$ cat src/rtl/pb_conditioner_pkg.sv
// rtl/pb_conditioner_pkg.sv - shared game package: debounce FSM encoding and defaults
//
// Purpose : types and constants shared by the pushbutton conditioner and its
//           per-channel debounce sub-module.
// Contents: pb_state_e     - 2-bit debounce FSM state encoding
//           PB_DEBOUNCE_DEFAULT / PB_CNT_W_DEFAULT - default parameter values
//           pb_is_level()  - states in which the debounced level reads 1
package pb_conditioner_pkg;

  localparam int PB_DEBOUNCE_DEFAULT = 50000;
  localparam int PB_CNT_W_DEFAULT    = 20;

  typedef enum logic [1:0] {
    ST_IDLE         = 2'd0,
    ST_PRESS_WAIT   = 2'd1,
    ST_PRESSED      = 2'd2,
    ST_RELEASE_WAIT = 2'd3
  } pb_state_e;

  // The level stays high while a release is still being qualified, so a
  // short bounce on release never drops the output.
  function automatic logic pb_is_level(input pb_state_e s);
    return (s == ST_PRESSED) || (s == ST_RELEASE_WAIT);
  endfunction

endpackage

$ cat src/rtl/pb_debounce_chan.sv
// rtl/pb_debounce_chan.sv - one pushbutton channel: synchronizer, debounce FSM, press pulse
//
// Purpose : qualifies one raw, bouncing, asynchronous button input.
// Ports   : clk      - system clock, rising edge
//           rst      - asynchronous active-low reset
//           i_raw    - raw button input (asynchronous to clk)
//           o_level  - registered debounced level
//           o_press  - registered one-cycle pulse on a qualified press
module pb_debounce_chan
  import pb_conditioner_pkg::*;
#(
  parameter int DEBOUNCE_CYCLES = PB_DEBOUNCE_DEFAULT,
  parameter int CNT_W           = PB_CNT_W_DEFAULT
) (
  input  logic clk,
  input  logic rst,
  input  logic i_raw,
  output logic o_level,
  output logic o_press
);

  localparam logic [CNT_W-1:0] CNT_LAST = CNT_W'(DEBOUNCE_CYCLES - 1);
  localparam logic [CNT_W-1:0] CNT_ONE  = CNT_W'(1);

  logic             r_sync1;
  logic             r_sync2;
  pb_state_e        r_state;
  pb_state_e        w_state_nxt;
  logic [CNT_W-1:0] r_cnt;
  logic [CNT_W-1:0] w_cnt_nxt;
  logic             r_level;
  logic             r_press;
  logic             w_press_nxt;
  logic             w_cnt_done;

  // Two-flop synchronizer; only r_sync2 is allowed to reach the FSM.
  always_ff @(posedge clk or negedge rst) begin
    if (!rst) begin
      r_sync1 <= 1'b0;
      r_sync2 <= 1'b0;
    end else begin
      r_sync1 <= i_raw;
      r_sync2 <= r_sync1;
    end
  end

  assign w_cnt_done = (r_cnt == CNT_LAST);

  always_comb begin
    w_state_nxt = r_state;
    w_cnt_nxt   = r_cnt;
    w_press_nxt = 1'b0;
    case (r_state)
      ST_IDLE: begin
        if (r_sync2) begin
          w_state_nxt = ST_PRESS_WAIT;
          w_cnt_nxt   = '0;
        end
      end
      ST_PRESS_WAIT: begin
        if (!r_sync2) begin
          w_state_nxt = ST_IDLE;
          w_cnt_nxt   = '0;
        end else if (w_cnt_done) begin
          w_state_nxt = ST_PRESSED;
          w_cnt_nxt   = '0;
          w_press_nxt = 1'b1;
        end else begin
          w_cnt_nxt = r_cnt + CNT_ONE;
        end
      end
      ST_PRESSED: begin
        if (!r_sync2) begin
          w_state_nxt = ST_RELEASE_WAIT;
          w_cnt_nxt   = '0;
        end
      end
      ST_RELEASE_WAIT: begin
        // Returning to PRESSED here is a rejected release bounce, never a
        // new press, so no pulse is generated on this path.
        if (r_sync2) begin
          w_state_nxt = ST_PRESSED;
          w_cnt_nxt   = '0;
        end else if (w_cnt_done) begin
          w_state_nxt = ST_IDLE;
          w_cnt_nxt   = '0;
        end else begin
          w_cnt_nxt = r_cnt + CNT_ONE;
        end
      end
      default: begin
        w_state_nxt = ST_IDLE;
        w_cnt_nxt   = '0;
      end
    endcase
  end

  always_ff @(posedge clk or negedge rst) begin
    if (!rst) begin
      r_state <= ST_IDLE;
      r_cnt   <= '0;
      r_level <= 1'b0;
      r_press <= 1'b0;
    end else begin
      r_state <= w_state_nxt;
      r_cnt   <= w_cnt_nxt;
      // Level is registered from the next state so it changes on the same
      // edge as the state without any combinational path to the output.
      r_level <= pb_is_level(w_state_nxt);
      r_press <= w_press_nxt;
    end
  end

  assign o_level = r_level;
  assign o_press = r_press;

endmodule

$ cat src/rtl/pb_conditioner.sv
// rtl/pb_conditioner.sv - left/right pushbutton conditioner top
//
// Purpose : debounces the two game pushbuttons and produces clean levels plus
//           one-cycle press pulses; the channels are fully independent.
// Ports   : clk        - system clock, rising edge
//           rst        - asynchronous active-low reset
//           pbl_raw    - raw left button
//           pbr_raw    - raw right button
//           pbl / pbr  - registered debounced levels
//           pbl_press / pbr_press - one-cycle pulses on qualified presses
// DEBOUNCE_CYCLES must lie in 2..2^20 and fit in CNT_W bits.
module pb_conditioner #(
  parameter int DEBOUNCE_CYCLES = pb_conditioner_pkg::PB_DEBOUNCE_DEFAULT,
  parameter int CNT_W           = pb_conditioner_pkg::PB_CNT_W_DEFAULT
) (
  input  logic clk,
  input  logic rst,
  input  logic pbl_raw,
  input  logic pbr_raw,
  output logic pbl,
  output logic pbr,
  output logic pbl_press,
  output logic pbr_press
);

  logic w_l_level;
  logic w_l_press;
  logic w_r_level;
  logic w_r_press;

  pb_debounce_chan #(
    .DEBOUNCE_CYCLES (DEBOUNCE_CYCLES),
    .CNT_W           (CNT_W)
  ) u_chan_l (
    .clk     (clk),
    .rst     (rst),
    .i_raw   (pbl_raw),
    .o_level (w_l_level),
    .o_press (w_l_press)
  );

  pb_debounce_chan #(
    .DEBOUNCE_CYCLES (DEBOUNCE_CYCLES),
    .CNT_W           (CNT_W)
  ) u_chan_r (
    .clk     (clk),
    .rst     (rst),
    .i_raw   (pbr_raw),
    .o_level (w_r_level),
    .o_press (w_r_press)
  );

  assign pbl       = w_l_level;
  assign pbl_press = w_l_press;
  assign pbr       = w_r_level;
  assign pbr_press = w_r_press;

endmodule
$ cat config.mk
export PLATFORM = sky130hd
export DESIGN_NAME = pb_conditioner
export DESIGN_NICKNAME = d
export VERILOG_FILES = /design/src/rtl/pb_conditioner_pkg.sv /design/src/rtl/pb_debounce_chan.sv /design/src/rtl/pb_conditioner.sv
export SDC_FILE = /design/constraint.sdc
export NUM_CORES = 1
export LEC_CHECK = 0
export BUFFER_PORTS_ARGS = -buffer_cell sky130_fd_sc_hd__buf_2
export CAP_MARGIN = 20
export CORE_UTILIZATION = 57
export CTS_BUF_LIST = sky130_fd_sc_hd__clkbuf_2
export DETAILED_ROUTE_END_ITERATION = 12
export PLACE_DENSITY_LB_ADDON = 0.15
export SLEW_MARGIN = 20
export SYNTH_ARGS = -nofsm -noshare
export SYNTH_HDL_FRONTEND = slang
export SYNTH_SLANG_ARGS = --single-unit
$ cat constraint.sdc
create_clock -name clk -period 2.75 [get_ports clk]
set_input_delay 0.275 -clock clk [delete_from_list [all_inputs] [get_ports clk]]
set_output_delay 0.275 -clock clk [all_outputs]
set_load 0.005 [all_outputs]
==> impl_results.md, run 1 <==
* Hold Crit Class: in -> async
* Largest net degree at the start of global routing at 38
* Initial antenna violation count at 0
* Root Buffer: clkbuf_2
* Clock slew at reported path FFs at between 200 and 300 ps
* PwrDens at 398 nW/um^2
* Fin util at just over 60%
* CP Launch Type: register
* Critical path capture point type: register
* Filler cell count at 400
* Actual slew at the worst max-slew pin at 915 ps
* Largest family of logic cells by synthesized area: simple AND/OR/NAND/NOR gates
* Main flop type after synthesis: dfrtp_1
* Gpl congestion at 0.831
* Top cell type by total area after synthesis: dfrtp_1
* Kind of critical path: reg -> reg
* Core area at ~4700 sq um
* Setup Skew at 14.7 ps
* Area taken by multi-input logic gates at 1390 sq um
* Total power at about 1200 uW
* XOR/XNOR share of the synthesized area at 0.946%
* Crit path max fanout at 16
* Max-Cap Viols at 0
* Worst relative slew slack at 38.8%
* Compound-Gate Fraction of Synth Area at 15.6%
* Top-count cell post-synth: dfrtp_1
* Warnings from Yosys at 0
* Die width at between 70 and 80 um
* Grt total ovfl at 0
* Hold Fails Final Rpt at 0
* Synthesized area at 2780 sq um
* Synth async-reset ratio at 100%
* Fmax at 423 MHz
* Max Root-Sink Buffers at 2
* Sequential area share after synthesis at 46.8%
* Total GRT Usage at 25.2%
* Row cnt at 25
* Distinct cells, synth at 48
* Initial cell density of the core at around three fifths
* RSZ-0062 raised after global routing: false
* First DRT Iteration DRCs at 146
* Setup tns final at 0 ps
* Layout Nets at around 320
* CTS sink cnt at 52
* Post-Route WL at around 6000 um
* Via-per-instance ratio at 6.17
* Remaining routing DRC violations at 0
* Post-Syn Area per Cell at 9.11 sq um
* Post-CTS Setup Bufs at 0
* Synth Area in Adders at 0.900%
* Synthesized Nets at 311
* Mux share of post-synthesis cell area at 3.15%
* Final Max Slew Viols at 0
* Clock Latency Late Sink at 430 ps
* Top cell type's share of synthesized area at 46.8%
* First-pass GRT wire length at 10200 um
* Die Y at about 72 um
* Status: finished, final reports clean
* Pleak at 0.00124 uW
* EDFF count, synth at 0
* CTS tree: yes
* Die ar. at between 5000 and 6000 sq um
* Count of final setup violators at 0
* Routed length per instance at roughly 16 um
* Ports at 8
* VDD IR max at 308 uV
* Crit path arrival time at 2710 ps
* Crit path required time at 3100 ps
* Sequential Area at 1300 sq um
* Tcrit/Tclk final at 86.0%
* Synth area leaders: dfrtp_1, o21ai_0, nand2_1
* Commonest cells post-synth: dfrtp_1, nand2_1, o21ai_0
* First-pass detailed-route iteration total at 4
* Final ANT Viol Nets at 0
* Tmin final at 2370 ps
* Proportion of layout cells with a drive suffix above 1 at 11.5%
* Synth Register Bits at 52
* Simple logic cell fraction of the synthesized area at 29.4%
* TritonCTS buffer count at 5
* Ant. Diodes at 0
* HPWL after DPL at 4140 um
* Syn Inst Count at 305
* Port Buf Inserts at 7
* Vias in the first global route at ~2200
* Via count at 2270
* Layout area overhead at 5.04%
* H-tree depth at 2
-- cell families after synthesis --
logic type / Yosys count
XOR/XNOR: 3
adder cells (fa/ha/maj): 2
multiplexers: 8
flip-flops: 52
buffers and inverters: 20
AO/OA/AOI/OAI: 67
AND/OR/NAND/NOR: 153
-- critical path, stage by stage (launching register included) --
cell and delay, ps:
dfrtp_1 500, or4_1 530, or4_4 460, o21ai_4 360
o21ai_0 160, mux2_2 270
-- per-stage QoR --
step	worst slack (ps)	cell area, sq um	hold slack (ps)	instances
5_1_grt	277	2920	203	368
6_report	384	2920	221	368
3_3_place_gp	477	2850	197	357
2_1_floorplan	571	2780	-20.6	305
3_5_place_dp	434	2850	199	357
4_1_cts	410	2920	206	368
-- cell type report --
class	count	share of cell area, %
multi-input cells	233	47.6
inverters	8	1.03
clock inverters	3	0.600
clock buffers	5	0.857
flip-flops and latches	52	44.6
repair buffers	13	3.00
well taps	54	2.31
-- report_power, final --
part / leakage, uW / switching, uW / internal (uW)
logic: 0.000502 / 55.6 / 25.2
registers: 0.000710 / 9.62 / 776
clock network: 0.0000308 / 234 / 62.3
total: 0.00124 / 300 / 863
-- state kept, by name, indices dropped and copies added (netlist names) --
| register | flops |
|---|---|
| u_chan_l.o_level | 1 |
| u_chan_l.o_press | 1 |
| u_chan_l.r_cnt | 20 |
| u_chan_l.r_state | 2 |
| u_chan_l.r_sync1 | 1 |
| u_chan_l.r_sync2 | 1 |
| u_chan_r.o_level | 1 |
| u_chan_r.o_press | 1 |
| u_chan_r.r_cnt | 20 |
| u_chan_r.r_state | 2 |
| u_chan_r.r_sync1 | 1 |
| u_chan_r.r_sync2 | 1 |
-- per-layer routing --
layer / global-route usage (%) / part of all wire [%] / vias up
met2: 44.0 / 50 / 47
met5: 0 / 0 / -
li1: - / - / 1146
met3: 4.36 / 3.3 / 10
met4: 9.15 / 2.5 / 0
met1: 31.5 / 44 / 1067
-- repair_timing --
action | in CTS | in global routing
gates resized for setup | 0 | 0
hold buffers | 3 | 0
hold endpoints to repair | 17 | 0
-- cell usage in the layout (no fill, tap or decap), types with 4 or more instances in the layout --
cell type   n
a21o_1      6
a21oi_1    11
a22o_1      4
and2_1      4
and3_1      5
buf_2       7
clkbuf_2    5
dfrtp_1    52
inv_1       8
mux2_2      6
nand2_1    34
nand3_1    22
nand4_1    15
nor2_1     19
nor3_1      9
nor3b_1     4
nor4_1     14
o21ai_0    27
or2_2       5
or3_1      10
-- worst paths after layout --
check / start / endpoint / slack (ps) / cells past startpoint
max in group asynchronous: rst / u_chan_r.r_cnt[2] / 1750 / 3
hold reg to reg: u_chan_l.r_sync1 / u_chan_l.r_sync2 / 370 / 0
hold / removal: rst / u_chan_l.r_cnt[4] / 220 / 2
setup reg to reg: u_chan_l.r_cnt[10] / u_chan_l.r_cnt[13] / 380 / 5
min in group clk: u_chan_l.r_sync1 / u_chan_l.r_sync2 / 370 / 0
setup / recovery: u_chan_l.r_cnt[10] / u_chan_l.r_cnt[13] / 380 / 5
Power figures use the tool's default switching activity.
==> run 2: changes to the inputs <==
--- a/config.mk
+++ b/config.mk
@@ -7,7 +7,7 @@
 export LEC_CHECK = 0
 export BUFFER_PORTS_ARGS = -buffer_cell sky130_fd_sc_hd__buf_2
 export CAP_MARGIN = 20
-export CORE_UTILIZATION = 57
+export CORE_UTILIZATION = 45
 export CTS_BUF_LIST = sky130_fd_sc_hd__clkbuf_2
 export DETAILED_ROUTE_END_ITERATION = 12
 export PLACE_DENSITY_LB_ADDON = 0.15
==> run 2 against run 1 <==
Against the previous run: hold slack barely moved; clock skew rose by 2.2 ps; die area rose by 26%; global-route usage fell by 4.1 points; core utilization fell by 13 points; setup slack got worse by 7.0 ps; critical path type unchanged; largest power group unchanged; highest routed layer unchanged.
==> impl_results.md, run 2 (same netlist as run 1, synthesis figures left out) <==
* Kind of critical path: reg -> reg
* Count of final setup violators at 0
* Worst relative slew slack at 45.7%
* HPWL after DPL at 4230 um
* Die ar. at 6490 sq um
* Critical path capture point type: register
* First DRT Iteration DRCs at 94
* Ports at 8
* Crit path max fanout at 16
* H-tree depth at 2
* Crit path required time at 3100 ps
* Largest net degree at the start of global routing at 40
* Grt total ovfl at 0
* Routed length per instance at 15.3 um
* Proportion of layout cells with a drive suffix above 1 at 11.8%
* Layout area overhead at 6.08%
* # hold bufs at CTS at 3
* Die Y at 80.6 um
* Actual slew at the worst max-slew pin at 811 ps
* Hold Fails Final Rpt at 0
* CTS sink cnt at 52
* Post-Route WL at 5950 um
* First-pass GRT wire length at 10400 um
* Status: finished, final reports clean
* Commonest cells after routing, fill and taps aside: dfrtp_1, nand2_1, o21ai_0, nand3_1, nor2_1
* First-pass detailed-route iteration total at 4
* Most common cell after layout, fill and taps aside: dfrtp_1
* Biggest regs: u_chan_l.r_cnt: 20 flops, u_chan_r.r_cnt: 20 flops
* Setup tns final at 0 ps
* FF-to-FF path depth at 5
* Clock Latency Late Sink at about 440 ps
* Pleak at 0.00124 uW
* Place WS at around 410 ps
* Via count at 2268
* Final ANT Viol Nets at 0
* Gpl congestion at approximately 0.8
* Worst path cell trace: or4_1, or4_4, o21ai_4, o21ai_0, mux2_2
* CP delay by family, top: simple AND/OR/NAND/NOR gates
* Buf/Inv on CP at 0
* Crit path arrival time at 2720 ps
* Tcrit/Tclk final at between 80% and 90%
* Fmax at around 420 MHz
* Max-Cap Viols at 0
* Tmin final at approximately 2400 ps
* Post-CTS Setup Bufs at 0
* Finished Layout Cells at 389
* Via-per-instance ratio at between 5 and 6
* Critical R2R Capture: u_chan_l.r_cnt[13]
* Placed standard-cell area at 2880 sq um
* Port Buf Inserts at 7
* CTS tree: yes
* Core area at 5960 sq um
* Ant. Diodes at 0
* Layout Nets at 320
* Setup WS post-layout at ~380 ps
* Hold Crit Class: in -> async
* Placed cell count at 379
* Total GRT Usage at 21.2%
* VDD IR max at 254 uV
* Remaining routing DRC violations at 0
* PostCTS Resize Cnt at 0
* TritonCTS buffer count at 5
* CP max stage delay at 550 ps
* Setup Skew at 16.9 ps
* PwrDens at 396 nW/um^2
* Clock slew at reported path FFs at 250 ps
* Row cnt at 28
* Root Buffer: clkbuf_2
* CP Launch Type: register
* Cell area after layout at 2950 sq um
* Filler cell count at 574
* Flop-to-flop setup slack at 380 ps
* RSZ-0062 raised after global routing: false
* Worst r2r src: u_chan_l.r_cnt[10]
* Max Root-Sink Buffers at 2
* Die width at 80.6 um
* Initial cell density of the core at 46.7%
* Critical path's slowest cell: or4_1
* Initial antenna violation count at 0
* Vias in the first global route at 2233
* Final Max Slew Viols at 0
==> run 2: cell types whose count changed in the layout (fill, tap and decap cells not counted), sizes merged <==
cell / delta
inv: -1
clkinvlp: +1
clkinv: -1
buf: +1
==> run 2: worst reg2reg max path: cells and delay by family, from the launching register on <==
family           cells  cell delay (ps)
AND/OR/NAND/NOR      2             1010
multiplexers         1              280
AO/OA/AOI/OAI        2              520
flip-flops           1              500
==> run 2: layout make-up <==
| cell class | instances | area (sq um) | share of cell area [%] |
|---|---|---|---|
| well taps | 75 | 93.8 | 3.18 |
| multi-input cells | 233 | 1390 | 47.2 |
| clock inverters | 2 | 12.5 | 0.424 |
| flip-flops and latches | 52 | 1300 | 44.1 |
| repair buffers | 14 | 95.1 | 3.23 |
| inverters | 8 | 30.0 | 1.02 |
| clock buffers | 5 | 25.0 | 0.849 |
==> run 2: through the flow <==
stage	util, %	hold slack, ps	total power [uW]
after floorplan	-	-20.6	844
after detailed placement	48.4	180	878
after global placement	48.4	179	877
after CTS	49.5	175	1190
final	49.5	221	1170
after global routing	49.5	183	1230
==> run 2: where the power goes <==
group	internal, uW	total [uW]	switching [uW]
Clock	55.9	299	243
Sequential	776	785	9.38
Combinational	26.2	82.0	55.8
==> run 2: how the worst max path moves through the flow <==
stage                            start                 end  depth (start not counted)
floorplan           u_chan_l.r_cnt[10]  u_chan_l.r_cnt[15]                          6
global placement    u_chan_l.r_cnt[10]  u_chan_l.r_cnt[15]                          5
detailed placement  u_chan_l.r_cnt[10]  u_chan_l.r_cnt[13]                          5
CTS                 u_chan_l.r_cnt[10]  u_chan_l.r_cnt[13]                          5
global route        u_chan_l.r_cnt[10]  u_chan_l.r_cnt[15]                          5
finish              u_chan_l.r_cnt[10]  u_chan_l.r_cnt[13]                          5
==> run 2: per-layer routing <==
metal,GRT usage (%),part of all wire [%]
met5,0,0
met4,8.21,2.1
met3,4.43,2.4
met2,37.0,49
met1,25.2,47
==> run 3: changes to the inputs <==
--- a/config.mk
+++ b/config.mk
@@ -8,7 +8,7 @@
 export BUFFER_PORTS_ARGS = -buffer_cell sky130_fd_sc_hd__buf_2
 export CAP_MARGIN = 20
 export CORE_UTILIZATION = 45
-export CTS_BUF_LIST = sky130_fd_sc_hd__clkbuf_2
+export CTS_CLUSTER_DIAMETER = 40
 export DETAILED_ROUTE_END_ITERATION = 12
 export PLACE_DENSITY_LB_ADDON = 0.15
 export SLEW_MARGIN = 20
==> run 3 against run 2 <==
Against the previous run: total power is 10% higher; wire length is 0.30% lower; sequential share of layout area is 0.35 points lower; register-to-register slack better by 20 ps; global-route usage is 0.22 points lower; die area stayed put; first-iteration DRC count is 12% higher; sequential power hardly changed; clock power is 42% higher; hold slack worse by 150 ps; largest cell class unchanged; via count is 0.49% lower.
==> impl_results.md, run 3 (same netlist as run 1, synthesis figures left out) <==
* M1 WL at around 2700 um
* RSZ-0062 raised after global routing: false
* CTS tree: yes
* Setup Skew at 5.66 ps
* Via count at 2257
* Ant. Diodes at 0
* Worst r2r src: u_chan_l.r_cnt[10]
* TritonCTS buffer count at 5
* First-pass detailed-route iteration total at 4
* Hold Startpoint: pbr_raw
* Port Buf Inserts at 7
* Kind of critical path: reg -> reg
* Vias in the first global route at 2206
* Met2 Wirelength at 2980 um
* CTS sink cnt at 52
* VDD IR max at 261 uV
* Core area at approximately 6000 sq um
* Worst hold slack at 71.2 ps
* Routed wl met3 at 135 um
* Routed length per instance at 15.3 um
* PostCTS Resize Cnt at 0
* Initial cell density of the core at approximately 47%
* Post-CTS Setup Bufs at 0
* Largest net degree at the start of global routing at 40
* Via-per-instance ratio at just under 6
* Hold Fails Final Rpt at 0
* Count of final setup violators at 0
* Commonest cells after routing, fill and taps aside: dfrtp_1, nand2_1, o21ai_0, nand3_1, nor2_1
* Crit path arrival time at 2550 ps
* Initial antenna violation count at 0
* Crit path max fanout at 16
* Clock Latency Late Sink at 300 ps
* Tmin final at between 2000 and 2500 ps
* First DRT Iteration DRCs at 105
* Uppermost layer routed: met4
* Final ANT Viol Nets at 0
* CP Launch Type: register
* PwrDens at between 400 and 500 nW/um^2
* Filler cell count at 574
* Remaining routing DRC violations at 0
* Clock slew at reported path FFs at 90 ps
* Tcrit/Tclk final at between 80% and 90%
* Actual slew at the worst max-slew pin at 819 ps
* Layout area overhead at 6.93%
* Row cnt at 28
* HPWL after DPL at approximately 4200 um
* Area taken by multi-input logic gates at 1390 sq um
* Crit path required time at slightly below 3000 ps
* Most common cell after layout, fill and taps aside: dfrtp_1
* Post-Route WL at about 5900 um
* Die Y at 80.6 um
* Root Buffer: clkbuf_8
* Final Max Slew Viols at 0
* Fmax at 425 MHz
* Status: finished, final reports clean
* First-pass GRT wire length at 10300 um
* Total GRT Usage at 20.9%
* Max-Cap Viols at 0
* Ports at 8
* Gpl congestion at 0.821
* Die ar. at 6490 sq um
* # hold bufs at CTS at 1
* Hold Crit Class: in -> reg
* Layout Nets at 318
* CP Launch Point: u_chan_l.r_cnt[10]
* H-tree depth at 2
* Biggest regs: u_chan_l.r_cnt: 20 flops, u_chan_r.r_cnt: 20 flops
* Grt total ovfl at 0
* Critical path capture point type: register
* Proportion of layout cells with a drive suffix above 1 at 11.9%
* Worst relative slew slack at 45.2%
* Die width at 80.6 um
* Setup tns final at 0 ps
* Pleak at 0.00125 uW
* Max Root-Sink Buffers at 2
* Sequential Area at 1300 sq um
[run 3: changes by cell type in the layout (fill, tap and decap cells not counted)]
cell,before,now
dlygate4sd3_1,3,1
clkbuf_2,5,0
clkbuf_8,0,5
[run 3: report_power, final]
| part | switching, uW | internal, uW |
|---|---|---|
| registers | 9.41 | 773 |
| clock network | 252 | 173 |
| logic | 55.5 | 24.3 |
[run 3: area by class of cell]
type                            count  area share [%]
Timing Repair Buffer               12            2.53
Multi-Input combinational cell    233            46.8
Clock inverter                      2           0.421
Tap cell                           75            3.16
Inverter                            8            1.01
Sequential cell                    52            43.8
Clock buffer                        5            2.32
[run 3: through the flow]
stage / instance area (sq um) / power, uW / cells / setup WS (ps) / utilization [%]
6_report: 2970 / 1290 / 387 / 397 / 49.9
5_1_grt: 2970 / 1350 / 387 / 270 / 49.9
4_1_cts: 2970 / 1310 / 387 / 381 / 49.9
3_5_place_dp: 2880 / 878 / 379 / 408 / 48.4
3_3_place_gp: 2880 / 877 / 379 / 434 / 48.4
2_1_floorplan: 2780 / 844 / 305 / 571 / -
[run 3: routing by layer]
metal / vias up / GRT usage, %
li1: 1149 / -
met1: 1070 / 24.9
met2: 32 / 37.0
met3: 6 / 4.77
met4: 0 / 6.61
met5: - / 0
[run 3: final timing paths]
check                      cells after the start  slack, ps                 end
max in group asynchronous                      3       1570  u_chan_l.r_cnt[17]
min in group asynchronous                      2        390   u_chan_l.r_cnt[9]
max reg2reg                                    5        400  u_chan_l.r_cnt[15]
max                                            5        400  u_chan_l.r_cnt[15]
min reg2reg                                    0        360    u_chan_r.r_sync2
min                                            1         70    u_chan_r.r_sync1
[run 3: worst max-delay path: stages (launching register included)]
cell	delay [ps]
dfrtp_1	450
or4_1	550
or4_4	460
o21ai_4	350
o21ai_0	160
mux2_2	280
